$ cat src/rtl/pix_stream_pkg.sv
// Shared types, widths and pixel-pattern helpers for the synthetic raw-Bayer source.
package pix_stream_pkg;

  localparam int COORD_W = 11;
  localparam int DATA_W  = 12;
  localparam int CNT_W   = 8;

  typedef enum logic [1:0] {
    IDLE   = 2'd0,
    ACTIVE = 2'd1,
    HBLANK = 2'd2,
    VBLANK = 2'd3
  } state_e;

  typedef enum logic [1:0] {
    PAT_HRAMP = 2'd0,
    PAT_VRAMP = 2'd1,
    PAT_BAYER = 2'd2,
    PAT_LFSR  = 2'd3
  } pat_mode_e;

  localparam logic [DATA_W-1:0] BAYER_G   = 12'h800;
  localparam logic [DATA_W-1:0] BAYER_R   = 12'hFFF;
  localparam logic [DATA_W-1:0] BAYER_B   = 12'h100;
  localparam logic [DATA_W-1:0] LFSR_SEED = 12'hACE;

  // x^12+x^6+x^4+x+1, Fibonacci form, shifting left
  function automatic logic [DATA_W-1:0] lfsr_next(input logic [DATA_W-1:0] q);
    return {q[10:0], q[11] ^ q[5] ^ q[3] ^ q[0]};
  endfunction

  function automatic logic [DATA_W-1:0] pix_value(
    input pat_mode_e          mode,
    input logic [COORD_W-1:0] x,
    input logic [COORD_W-1:0] y,
    input logic [CNT_W-1:0]   cnt,
    input logic [DATA_W-1:0]  lfsr
  );
    case (mode)
      PAT_HRAMP: return {1'b0, x} + DATA_W'(cnt);
      PAT_VRAMP: return {1'b0, y};
      PAT_BAYER: begin
        if (y[0] == 1'b0) return x[0] ? BAYER_R : BAYER_G;
        else              return x[0] ? BAYER_G : BAYER_B;
      end
      default:   return lfsr;
    endcase
  endfunction

endpackage

$ cat src/rtl/raw_pattern_gen_if.sv
// Camera-side pixel bus: data/valid plus raster coordinates and frame markers.
interface raw_pattern_gen_if;
  import pix_stream_pkg::*;

  logic [DATA_W-1:0]  oDATA;
  logic               oDVAL;
  logic [COORD_W-1:0] oX_Cont;
  logic [COORD_W-1:0] oY_Cont;
  logic               oFrame_Start;
  logic               oFrame_End;
  logic [CNT_W-1:0]   oFrame_Cnt;

  modport master (output oDATA, oDVAL, oX_Cont, oY_Cont, oFrame_Start, oFrame_End, oFrame_Cnt);
  modport slave  (input  oDATA, oDVAL, oX_Cont, oY_Cont, oFrame_Start, oFrame_End, oFrame_Cnt);
endinterface

$ cat src/rtl/lfsr12.sv
// 12-bit pattern LFSR; q always holds the value of the pixel currently on the bus.
module lfsr12
  import pix_stream_pkg::*;
(
  input  logic              iCLK,
  input  logic              iRST,
  input  logic              load,
  input  logic              advance,
  output logic [DATA_W-1:0] q
);

  always_ff @(posedge iCLK) begin
    if (iRST || load) begin
      q <= LFSR_SEED;
    end else if (advance) begin
      q <= lfsr_next(q);
    end
  end

endmodule

$ cat src/rtl/raw_pattern_gen.sv
// Synthetic raster source: ACTIVE lines separated by H/V blanking, one pixel per clock.
// Outputs are registered; the comb block decides what the next cycle shows.
module raw_pattern_gen
  import pix_stream_pkg::*;
#(
  parameter int H_ACTIVE = 1280,
  parameter int V_ACTIVE = 960,
  parameter int H_BLANK  = 16,
  parameter int V_BLANK  = 32
) (
  input  logic              iCLK,
  input  logic              iRST,
  input  logic              iEN,
  input  logic [1:0]        iMODE,
  raw_pattern_gen_if.master pix
);

  localparam logic [COORD_W-1:0] X_LAST  = COORD_W'(H_ACTIVE - 1);
  localparam logic [COORD_W-1:0] Y_LAST  = COORD_W'(V_ACTIVE - 1);
  localparam logic [11:0]        HB_LAST = 12'(H_BLANK - 1);
  localparam logic [11:0]        VB_LAST = 12'(V_BLANK - 1);

  state_e             state;
  pat_mode_e          mode_q, mode_eff;
  logic [COORD_W-1:0] x_q, y_q, nx, ny;
  logic [11:0]        bcnt;
  logic [DATA_W-1:0]  data_q, lfsr_q, lfsr_eff;
  logic [CNT_W-1:0]   cnt_q, cnt_eff;
  logic               dval_q, fs_q, fe_q;
  logic               emit, new_frame, eol;

  always_comb begin
    new_frame = 1'b0;
    emit      = 1'b0;
    eol       = 1'b0;
    nx        = x_q + 1'b1;
    ny        = y_q;
    case (state)
      IDLE:    new_frame = iEN;
      ACTIVE:  if (x_q != X_LAST) emit = 1'b1;
               else eol = (H_BLANK == 0);
      HBLANK:  eol = (bcnt == HB_LAST);
      VBLANK:  new_frame = (bcnt == VB_LAST) && iEN;
      default: ;
    endcase
    if (eol) begin
      if (y_q != Y_LAST) begin
        emit = 1'b1;
        nx   = '0;
        ny   = y_q + 1'b1;
      end else if (V_BLANK == 0) begin
        new_frame = iEN;
      end
    end
    if (new_frame) begin
      emit = 1'b1;
      nx   = '0;
      ny   = '0;
    end
  end

  // The frame count steps the cycle after the end pulse, so a back-to-back frame sees it already bumped.
  assign cnt_eff  = cnt_q + CNT_W'(fe_q);
  assign mode_eff = new_frame ? pat_mode_e'(iMODE) : mode_q;
  assign lfsr_eff = new_frame ? LFSR_SEED : lfsr_next(lfsr_q);

  lfsr12 u_lfsr (
    .iCLK    (iCLK),
    .iRST    (iRST),
    .load    (new_frame),
    .advance (emit && !new_frame),
    .q       (lfsr_q)
  );

  always_ff @(posedge iCLK) begin
    if (iRST) begin
      state  <= IDLE;
      mode_q <= PAT_HRAMP;
      x_q    <= '0;
      y_q    <= '0;
      bcnt   <= '0;
      data_q <= '0;
      dval_q <= 1'b0;
      fs_q   <= 1'b0;
      fe_q   <= 1'b0;
      cnt_q  <= '0;
    end else begin
      dval_q <= emit;
      fs_q   <= new_frame;
      fe_q   <= emit && (nx == X_LAST) && (ny == Y_LAST);
      data_q <= emit ? pix_value(mode_eff, nx, ny, cnt_eff, lfsr_eff) : '0;
      cnt_q  <= cnt_eff;
      if (emit) begin
        x_q <= nx;
        y_q <= ny;
      end
      if (new_frame) mode_q <= mode_eff;
      if (emit) begin
        state <= ACTIVE;
      end else begin
        case (state)
          ACTIVE: begin
            bcnt  <= '0;
            state <= (H_BLANK != 0) ? HBLANK : ((V_BLANK != 0) ? VBLANK : IDLE);
          end
          HBLANK: begin
            if (bcnt == HB_LAST) begin
              bcnt  <= '0;
              state <= (V_BLANK != 0) ? VBLANK : IDLE;
            end else begin
              bcnt <= bcnt + 1'b1;
            end
          end
          VBLANK: begin
            if (bcnt == VB_LAST) state <= IDLE;
            else                 bcnt  <= bcnt + 1'b1;
          end
          default: state <= IDLE;
        endcase
      end
    end
  end

  assign pix.oDATA        = data_q;
  assign pix.oDVAL        = dval_q;
  assign pix.oX_Cont      = x_q;
  assign pix.oY_Cont      = y_q;
  assign pix.oFrame_Start = fs_q;
  assign pix.oFrame_End   = fe_q;
  assign pix.oFrame_Cnt   = cnt_q;

endmodule

$ cat src/flat_wrapper.sv
// flat-port wrapper written by rule: the top's interface ports become plain ports
module raw_pattern_gen_flat import pix_stream_pkg::*;
#(
  parameter int H_ACTIVE = 1280,
  parameter int V_ACTIVE = 960,
  parameter int H_BLANK  = 16,
  parameter int V_BLANK  = 32
)
  (iCLK, iRST, iEN, iMODE, pix_oDATA, pix_oDVAL, pix_oX_Cont, pix_oY_Cont, pix_oFrame_Start, pix_oFrame_End, pix_oFrame_Cnt);
  raw_pattern_gen_if pix_i ();
  input  logic iCLK;
  input  logic iRST;
  input  logic iEN;
  input  logic [1:0] iMODE;
  output wire logic [$bits(pix_i.oDATA)-1:0] pix_oDATA;
  output wire logic [$bits(pix_i.oDVAL)-1:0] pix_oDVAL;
  output wire logic [$bits(pix_i.oX_Cont)-1:0] pix_oX_Cont;
  output wire logic [$bits(pix_i.oY_Cont)-1:0] pix_oY_Cont;
  output wire logic [$bits(pix_i.oFrame_Start)-1:0] pix_oFrame_Start;
  output wire logic [$bits(pix_i.oFrame_End)-1:0] pix_oFrame_End;
  output wire logic [$bits(pix_i.oFrame_Cnt)-1:0] pix_oFrame_Cnt;
  assign pix_oDATA = pix_i.oDATA;
  assign pix_oDVAL = pix_i.oDVAL;
  assign pix_oX_Cont = pix_i.oX_Cont;
  assign pix_oY_Cont = pix_i.oY_Cont;
  assign pix_oFrame_Start = pix_i.oFrame_Start;
  assign pix_oFrame_End = pix_i.oFrame_End;
  assign pix_oFrame_Cnt = pix_i.oFrame_Cnt;
  raw_pattern_gen #(.H_ACTIVE(H_ACTIVE), .V_ACTIVE(V_ACTIVE), .H_BLANK(H_BLANK), .V_BLANK(V_BLANK)) u_core (.iCLK(iCLK), .iRST(iRST), .iEN(iEN), .iMODE(iMODE), .pix(pix_i));
endmodule
$ cat config.mk
export PLATFORM = sky130hd
export DESIGN_NAME = raw_pattern_gen_flat
export DESIGN_NICKNAME = d
export VERILOG_FILES = /design/src/rtl/pix_stream_pkg.sv /design/src/rtl/raw_pattern_gen_if.sv /design/src/rtl/lfsr12.sv /design/src/rtl/raw_pattern_gen.sv /design/src/flat_wrapper.sv
export SDC_FILE = /design/constraint.sdc
export NUM_CORES = 1
export LEC_CHECK = 0
export CAP_MARGIN = 20
export CORE_AREA = 4 4 102 104
export DETAILED_ROUTE_END_ITERATION = 6
export DIE_AREA = 0 0 106 108
export GPL_TIMING_DRIVEN = 0
export HOLD_SLACK_MARGIN = 0.02
export PLACE_DENSITY = 0.66
export RECOVER_POWER = 100
export SLEW_MARGIN = 20
export SYNTH_ARGS = -nofsm -noshare
export SYNTH_HDL_FRONTEND = slang
export SYNTH_SLANG_ARGS = --single-unit
$ cat constraint.sdc
create_clock -name iCLK -period 7.8 [get_ports iCLK]
set_input_delay 1.56 -clock iCLK [delete_from_list [all_inputs] [get_ports iCLK]]
set_output_delay 1.56 -clock iCLK [all_outputs]
set_load 0.02 [all_outputs]
==> results.cfg, run 1 <==
[global_route]
first_global_vias = 3864
antenna_found_initial = 0
grt_usage_pct = 21.1
grt_max_degree = 13
grt_pass1_wl_mm = 19.0
grt_remaining_overflow = 0

[sta]
worst_slack_ns = 2.48
fin_skew_ns = 0.0124
max-slew-margin-rel_pct = 4.52
period_share_pct = 68.2
hold_viol_final = 0
setup_viol = 0
final.setup.tns_ns = 0
worst_slew_pin_slew_ns = 1.42
rsz0062_at_grt = no
whs_ns = 0.476
period_needed_ns = 5.32
drv_slew = 0
fmax_mhz = 188

[yosys]
syn_area_sq_um = 4220
netlist.area_leader.share_pct = 34.7
synthSimpleGateAreaFrac_pct = 27.7
synth_top_family_by_area = simple AND/OR/NAND/NOR gates
synth-seq-cells = 73
synth_enable_flop_cells = 0
synth-xor-area-share_pct = 9.55
syn_area_per_cell_sq_um = 8.09
synthFlopType = dfxtp_1
synth_compound_area_share_pct = 17.2
synth.area.mux_share_pct = 1.66
ys_seq_area_share_pct = 34.7
syn_inst = 521
synth_fa_ha_area_share_pct = 5.64
async_reset_ff_share_pct = 0
synth.distinct_cells = 65
syn-num-nets = 545
yosys.area.top_type = dfxtp_1
synth.area.top_cells = dfxtp_1 35%, nand2_1 6.4%, ha_1 5.6%
yosys_warnings = 0

[final_layout]
layout_common_cells = 73 x nand2_1, 73 x dfxtp_1, 51 x nor2_1, 46 x dlygate4sd3_1, 36 x nand3_1
fin_cells = 718
synthToLayoutAreaGrowth_pct = 19.0
nFillCells = 935
drive_above_1_share_pct = 5.30
nNetsFinal = 604
diodes = 0

[run]
max_cap_violations = 0

[hold_path]
hold_start = u_core.u_lfsr.q[8]
hp-class = reg2reg

[critical_path]
crit_path_max_fanout = 10
required_ns = 8.03
start_kind = input pin
end_kind = flop
arrival_ns = 5.55
crit_start = iEN
worst-r2r-setup-slack_ns = 3.05
critPathKind = in2reg
r2r-start = u_core.bcnt[0]

[pwr]
p_sw_mw = 0.465
vdd_drop_max_mv = 0.114
switching_share_pct = 39.0
power_frac_clock_pct = 27.2
sequentialPowerShare_pct = 37.5
p_comb_share_pct = 35.3
power_mw = 1.19
p_leak_nw = 2.09
power_density_nw_per_um2 = 238
intPower_mw = 0.729

[clock_tree]
cts_tree = done
hold_buffers = 0
root_buffer = clkbuf_8
numCtsBuffers = 9
cts.path.max_buffers = 2
cts.sink_count = 73
cts_resized = 0
htreeDepth = 3
cts_setup_buffers = 0
clock_latency_ns = 0.36
cts.clk_slew.worst_paths_ns = 0.08

[die]
fp-row-count = 36
start_util_pct = 44.2
pin_count = 50
chipWidth_um = 106
die-area_sq_um = 11400
die_y_um = 108
coreArea_sq_um = 9550

[route]
ant_nets = 0
via_per_inst = 5.60
wire_per_inst_um = 16.0
drt-total-wl_mm = 11.5
drc = 0
num_vias = 4024
first_pass_iters = 5
drtIter0Drc = 257

[placement]
dp_hpwl_mm = 8.70
port_buffers = 48
gp_congestion = 0.903
dpl.cell_count = 702
dp_slack_ns = 2.51

[outcome]
status = finished, final reports clean
## flip-flops by register name (all words and copies together), names as in the netlist
signal	flops
u_core.pix.oFrame_End	1
u_core.mode_q	2
u_core.state	2
u_core.pix.oDVAL	1
u_core.pix.oX_Cont	11
u_core.pix.oFrame_Cnt	8
u_core.pix.oFrame_Start	1
u_core.pix.oDATA	12
u_core.pix.oY_Cont	11
u_core.u_lfsr.q	12
u_core.bcnt	12
## worst paths after layout
kind                                              to  cells after the start
worst min register to register    u_core.u_lfsr.q[8]                      2
worst min-delay path              u_core.u_lfsr.q[8]                      2
worst max-delay path             u_core.pix.oDATA[7]                     17
worst max register to register  u_core.pix.oDATA[10]                     16
## power by group through the flow
stage / clock (mW) / sequential, mW / combinational, mW
after detailed placement: 0 / 0.457 / 0.438
after global routing: 0.348 / 0.454 / 0.464
after CTS: 0.332 / 0.449 / 0.440
final: 0.325 / 0.448 / 0.421
after floorplan: 0 / 0.467 / 0.291
after global placement: 0 / 0.456 / 0.433
## logic make-up after synthesis
group                      Yosys count
and+or+nand+nor                    232
AOI/OAI and AO/OA                  106
muxes                                7
buffers and inverters               38
DFF                                 73
xor gates and xnor gates            46
adders and majority gates           19
## per-stage QoR
stage               instance area [sq um]  util, %
floorplan                            4220        -
global placement                     4860     50.9
detailed placement                   4860     50.9
CTS                                  5070     53.1
global route                         5020     52.5
finish                               5020     52.5
## routing by layer
layer | global-route usage [%] | vias up | share of wire, %
li1 | - | 1959 | -
met1 | 27.0 | 1871 | 44
met2 | 34.1 | 161 | 46
met3 | 3.76 | 33 | 6.4
met4 | 11.1 | 0 | 3.7
met5 | 0 | - | 0
## cell usage after synthesis, types with 3 or more instances
master    count
clkbuf_1     14
o221ai_1      3
dfxtp_1      73
mux2i_1       7
ha_1         19
inv_1        17
o21ai_0      23
nor3_1        9
nand2b_1      3
o211ai_1      3
o31ai_1       3
nand4_1       7
and3_1       12
a31oi_1       3
a21oi_1      27
or3_1         9
nor2_1       51
a211oi_1      6
nand3_1      36
a21o_1        4
nor2b_1       9
or2_2         3
buf_2         6
o22ai_1       3
a22o_1        9
xor2_1       20
nand2_1      72
xnor2_1      26
## critical path, stage by stage
cell and delay [ns]:
dlygate4sd3_1 0.54, nor2b_1 0.16, and3_1 0.20, a22o_1 0.19, clkbuf_1 0.24, clkbuf_1 0.30, or3_1 0.43, inv_1 0.10
ha_1 0.19, o21ai_0 0.11, a21oi_1 0.14, nor2_1 0.06, o22a_2 0.24, o31a_2 0.39, and2b_1 0.19, mux2i_1 0.13
a2111oi_0 0.39
## area by class of cell
class	instances	area, sq um	share of cell area, %
well taps	133	166	3.32
multi-input cells	410	2550	50.8
clock inverters	6	82.6	1.65
flip-flops and latches	73	1460	29.1
clock buffers	10	128	2.54
repair buffers	48	480	9.58
plain buffers	21	85.1	1.70
inverters	17	63.8	1.27
Power figures use the tool's default switching activity.
==> inputs of run 2 (changes only) <==
PLACE_DENSITY = 0.68   (was 0.66)
clock period = 4.5 ns   (was 7.8 ns; I/O delays follow)
==> run 2 against run 1 <==
  * Cell count rose by 0.42%
  * Hold slack improved by 0.012 ns
  * Global-route usage fell by 0.84 points
  * Non-clock buffer count rose by 3
  * First-iteration DRC count fell by 15%
  * Sequential cell count did not move
  * Clock-buffer cell count fell by 1
  * Final area rose by 1.4%
  * Via count fell by 2.2%
  * Register-to-register slack got worse by 2.6 ns
  * Largest cell class unchanged
==> results.cfg, run 2 (synthesized netlist as in run 1, its figures left out) <==
[critical_path]
worst-r2r-setup-slack_ns = 0.42
critPathKind = in2reg
r2r_end = u_core.pix.oDATA[7]
required_ns = 4.76
max_stage_delay_ns = 0.42
reg2reg_depth = 18
start_kind = input pin
r2r-start = u_core.state[0]
slowest_stage = clkdlybuf4s50_1
path_cells = clkdlybuf4s50_1, nor2b_1, and3_1, a22o_1, buf_2, buf_2, or3_1, inv_1, ha_1, o21ai_0, a21oi_1, nor2_1, o22a_2, o31a_2, and2b_1, mux2i_1, a2111oi_2
crit_path_max_fanout = 10
endpoint = u_core.pix.oDATA[7]
worst_path_most_repeated_cell = buf_2
crit_start = iEN
arrival_ns = 4.51
end_kind = flop

[final_layout]
multi_input_area_sq_um = 2600
nFillCells = 943
drive_above_1_share_pct = 7.65
synthToLayoutAreaGrowth_pct = 20.6
seqCellArea_sq_um = 1460
layout_common_cells = 73 x nand2_1, 73 x dfxtp_1, 51 x nor2_1, 45 x dlygate4sd3_1, 36 x nand3_1
nNetsFinal = 607
post-route-util_pct = 53.3
diodes = 0

[route]
drc = 0
ant_nets = 0
first_pass_iters = 6
drt-total-wl_mm = 11.2
num_vias = 3936
wire_per_inst_um = 15.5
drtIter0Drc = 218
via_per_inst = 5.46

[placement]
gp_congestion = 0.891
dp_hpwl_mm = 8.51
dp_slack_ns = -0.0916
port_buffers = 48

[die]
chipWidth_um = 106
start_util_pct = 44.2
fp-row-count = 36
coreArea_sq_um = 9550
pin_count = 50
die_y_um = 108
die-area_sq_um = 11400

[sta]
whs_ns = 0.488
hold_viol_final = 0
setup_viol = 0
worst_slack_ns = 0.258
fin_skew_ns = 0.00846
rsz0062_at_grt = no
drv_slew = 0
period_share_pct = 94.3
fmax_mhz = 236
worst_slew_pin_slew_ns = 0.781
max-slew-margin-rel_pct = 47.8
period_needed_ns = 4.24

[global_route]
grt_pass1_wl_mm = 18.3
grt_max_degree = 15
first_global_vias = 3666
grt_usage_pct = 20.2
antenna_found_initial = 0
grt_remaining_overflow = 0

[hold_path]
whs_path_depth = 2
hp-class = reg2reg

[clock_tree]
numCtsBuffers = 9
cts.clk_slew.worst_paths_ns = 0.09
htreeDepth = 3
cts.path.max_buffers = 2
cts.sink_count = 73
hold_buffers = 0
cts_tree = done
root_buffer = clkbuf_8
clock_latency_ns = 0.36

[pwr]
power_density_nw_per_um2 = 406
vdd_drop_max_mv = 0.236
p_leak_nw = 2.11

[outcome]
status = finished, final reports clean

[run]
max_cap_violations = 0
-- run 2: cell types whose count changed in the layout (fill, tap and decap cells not counted), moves of 2 or more --
cell / before / now
clkbuf_1: 19 / 14
buf_2: 2 / 5
buf_4: 1 / 4
clkinv_2: 3 / 0
a211oi_1: 7 / 5
a211oi_2: 0 / 2
clkinvlp_4: 1 / 3
inv_6: 0 / 2
-- run 2: cell type report --
| cell class | instances | share of cell area, % |
|---|---|---|
| Multi-Input combinational cell | 410 | 51.1 |
| Sequential cell | 73 | 28.7 |
| Timing Repair Buffer | 51 | 9.89 |
| Tap cell | 133 | 3.27 |
| Clock buffer | 9 | 2.44 |
| Buffer | 21 | 1.77 |
| Clock inverter | 7 | 1.55 |
| Inverter | 17 | 1.25 |
-- run 2: timing repair --
action,CTS,global route
buffers inserted,0,3
endpoints found under the setup margin,0,3
gates resized for setup,0,1
hold endpoints to repair,0,0
-- run 2: worst min-delay path by stage --
| stage | startpoint | end |
|---|---|---|
| CTS | u_core.u_lfsr.q[8] | u_core.u_lfsr.q[8] |
| global route | u_core.u_lfsr.q[1] | u_core.u_lfsr.q[2] |
| finish | u_core.u_lfsr.q[11] | u_core.u_lfsr.q[11] |
| detailed placement | u_core.u_lfsr.q[8] | u_core.u_lfsr.q[8] |
| global placement | u_core.u_lfsr.q[8] | u_core.u_lfsr.q[8] |
| floorplan | u_core.u_lfsr.q[10] | u_core.u_lfsr.q[10] |
-- run 2: layer usage --
layer	vias to the layer above	global-route usage, %	part of all wire [%]
met5	-	0	0
met2	143	33.6	47
met3	14	3.64	7.1
met4	0	5.64	1.3
li1	1964	-	-
met1	1815	27.2	45
-- run 2: metrics by stage --
| step | setup TNS (ns) | std cells | total power, mW | area [sq um] |
|---|---|---|---|---|
| 2_1_floorplan | 0 | 521 | 1.31 | 4220 |
| 3_3_place_gp | -0.0766 | 702 | 1.54 | 4860 |
| 3_5_place_dp | -0.0916 | 702 | 1.55 | 4860 |
| 4_1_cts | 0 | 718 | 2.08 | 5070 |
| 5_1_grt | 0 | 721 | 2.19 | 5090 |
| 6_report | 0 | 721 | 2.06 | 5090 |
-- run 2: power by group --
group	total (mW)	internal (mW)	switching, mW
Sequential	0.773	0.718	0.0555
Combinational	0.753	0.250	0.503
Clock	0.538	0.261	0.277
Total	2.06	1.23	0.836
-- run 2: critical path, delay by kind of cell --
| kind | cells | cell delay, ns |
|---|---|---|
| AO/OA/AOI/OAI | 6 | 1.38 |
| adder cells (fa/ha/maj) | 1 | 0.20 |
| buffers and inverters | 4 | 0.90 |
| multiplexers | 1 | 0.14 |
| AND/OR/NAND/NOR | 5 | 0.98 |
==> inputs of run 3 (changes only) <==
CELL_PAD_IN_SITES_DETAIL_PLACEMENT = 0   (was default)
CELL_PAD_IN_SITES_GLOBAL_PLACEMENT = 1   (was default)
CORE_AREA = 4 4 111 113   (was 4 4 102 104)
DIE_AREA = 0 0 115 117   (was 0 0 106 108)
PLACE_DENSITY = default   (was 0.68)
PLACE_DENSITY_LB_ADDON = 0.1   (was default)
==> run 3 against run 2 <==
  * Combinational power is essentially flat
  * Total power is 13% higher
  * Largest power group is now clock
  * Core utilization decreased by 7.4 points
  * Clock skew decreased by 0.0012 ns
  * Setup slack gained 0.021 ns
  * Critical path depth fell by 6
  * Critical path type unchanged
  * Die area is 18% higher
  * Highest routed layer unchanged
  * Sequential power up 0.9%
  * Wire length up 11%
==> results.cfg, run 3 (synthesized netlist as in run 1, its figures left out) <==
[outcome]
status = finished, final reports clean

[critical_path]
critPathKind = in2reg
r2r-start = u_core.state[0]
required_ns = 4.77
end_kind = flop
crit_path_max_fanout = 10
arrival_ns = 4.49
reg2reg_depth = 12
endpoint = u_core.pix.oX_Cont[10]
worst_path_most_repeated_cell = clkbuf_1
max_stage_delay_ns = 0.70
crit_start = iEN
worst-r2r-setup-slack_ns = 0.42
start_kind = input pin
r2r_end = u_core.pix.oX_Cont[10]
path_cells = clkdlybuf4s50_1, nor2b_1, and3_1, a22oi_1, clkbuf_1, nand2b_1, clkbuf_1, nor2_1, clkbuf_1, o21ai_0, o21ai_0
slowest_stage = nor2_1

[clock_tree]
cts.clk_slew.worst_paths_ns = 0.06
htreeDepth = 3
cts_tree = done
hold_buffers = 0
clock_latency_ns = 0.34
root_buffer = clkbuf_16
cts.sink_count = 73
numCtsBuffers = 9
cts.path.max_buffers = 2

[die]
coreArea_sq_um = 11300
start_util_pct = 37.2
die-area_sq_um = 13500
die_y_um = 117
pin_count = 50
fp-row-count = 39
chipWidth_um = 115

[run]
max_cap_violations = 0

[placement]
dp_hpwl_mm = 9.41
dp_slack_ns = -0.119
gp_congestion = 0.892
place_area_sq_um = 4880
port_buffers = 48

[route]
wire_per_inst_um = 17.1
via_per_inst = 5.39
first_pass_iters = 5
ant_nets = 0
drc = 0
drtIter0Drc = 151
num_vias = 3932
drt-total-wl_mm = 12.5

[final_layout]
nNetsFinal = 605
post-route-util_pct = 45.9
drive_above_1_share_pct = 6.83
nFillCells = 1191
layout_common_cells = 73 x nand2_1, 73 x dfxtp_1, 51 x nor2_1, 45 x dlygate4sd3_1, 36 x nand3_1
synthToLayoutAreaGrowth_pct = 23.1
finalInstanceArea_sq_um = 5190
diodes = 0

[sta]
worst_slew_pin_slew_ns = 1.05
setup_viol = 0
fin_skew_ns = 0.00731
period_share_pct = 93.8
hold_viol_final = 0
period_needed_ns = 4.22
drv_slew = 0
worst_slack_ns = 0.279
rsz0062_at_grt = no
max-slew-margin-rel_pct = 29.4
fmax_mhz = 237

[pwr]
power_density_nw_per_um2 = 449
power_mw = 2.33
vdd_drop_max_mv = 0.193
p_leak_nw = 2.16

[global_route]
grt_max_degree = 14
first_global_vias = 3855
grt_remaining_overflow = 0
antenna_found_initial = 0
grt_pass1_wl_mm = 20.5
grt_usage_pct = 19.7

[hold_path]
hp-class = reg2reg
[run 3: changes by cell type in the layout (fill, tap and decap cells not counted), moves of 3 or more]
| cell | previous run | this run |
|---|---|---|
| clkbuf_8 | 9 | 1 |
| clkbuf_16 | 0 | 9 |
| clkinvlp_4 | 3 | 0 |
| clkbuf_1 | 14 | 17 |
[run 3: area by class of cell]
class | instances | area [sq um] | share of cell area [%]
clock inverters | 6 | 91.3 | 1.76
repair buffers | 50 | 492 | 9.47
well taps | 143 | 179 | 3.45
inverters | 17 | 63.8 | 1.23
flip-flops and latches | 73 | 1460 | 28.1
plain buffers | 20 | 82.6 | 1.59
clock buffers | 10 | 239 | 4.60
multi-input cells | 410 | 2580 | 49.8
[run 3: worst max-delay path: cells and delay by family]
kind | cells | cell delay [ns]
buffers and inverters | 4 | 1.66
AND/OR/NAND/NOR | 4 | 1.14
AO/OA/AOI/OAI | 3 | 0.78
[run 3: power breakdown]
group / internal [mW] / switching, mW / total, mW
clock: 0.503 / 0.294 / 0.797
combinational: 0.239 / 0.515 / 0.754
sequential: 0.719 / 0.0606 / 0.780
[run 3: metal layers]
layer	share of wire [%]	vias up	global-route usage, %
li1	-	1967	-
met1	48	1848	26.7
met2	45	97	31.2
met3	4.7	20	4.63
met4	1.7	0	5.79
met5	0	-	0
[run 3: per-stage QoR]
step / hold WS [ns] / TNS, ns / cells
floorplan: 0.442 / 0 / 521
global placement: 0.472 / -0.0976 / 712
detailed placement: 0.476 / -0.119 / 712
CTS: 0.487 / 0 / 728
global route: 0.512 / 0 / 729
finish: 0.493 / 0 / 729
[run 3: repair_timing]
item	CTS	global route
gates resized for setup	0	1
buffers inserted	0	2
setup endpoints to repair	0	4
[run 3: how the worst min path moves through the flow]
| stage | startpoint | end | slack [ns] | cells after the start |
|---|---|---|---|---|
| after floorplan | u_core.u_lfsr.q[10] | u_core.u_lfsr.q[10] | 0.44 | 2 |
| after global placement | u_core.u_lfsr.q[8] | u_core.u_lfsr.q[8] | 0.47 | 2 |
| after detailed placement | u_core.u_lfsr.q[11] | u_core.u_lfsr.q[11] | 0.48 | 2 |
| after CTS | u_core.u_lfsr.q[11] | u_core.u_lfsr.q[11] | 0.49 | 2 |
| after global routing | u_core.u_lfsr.q[8] | u_core.u_lfsr.q[8] | 0.51 | 2 |
| final | u_core.u_lfsr.q[1] | u_core.u_lfsr.q[2] | 0.49 | 2 |
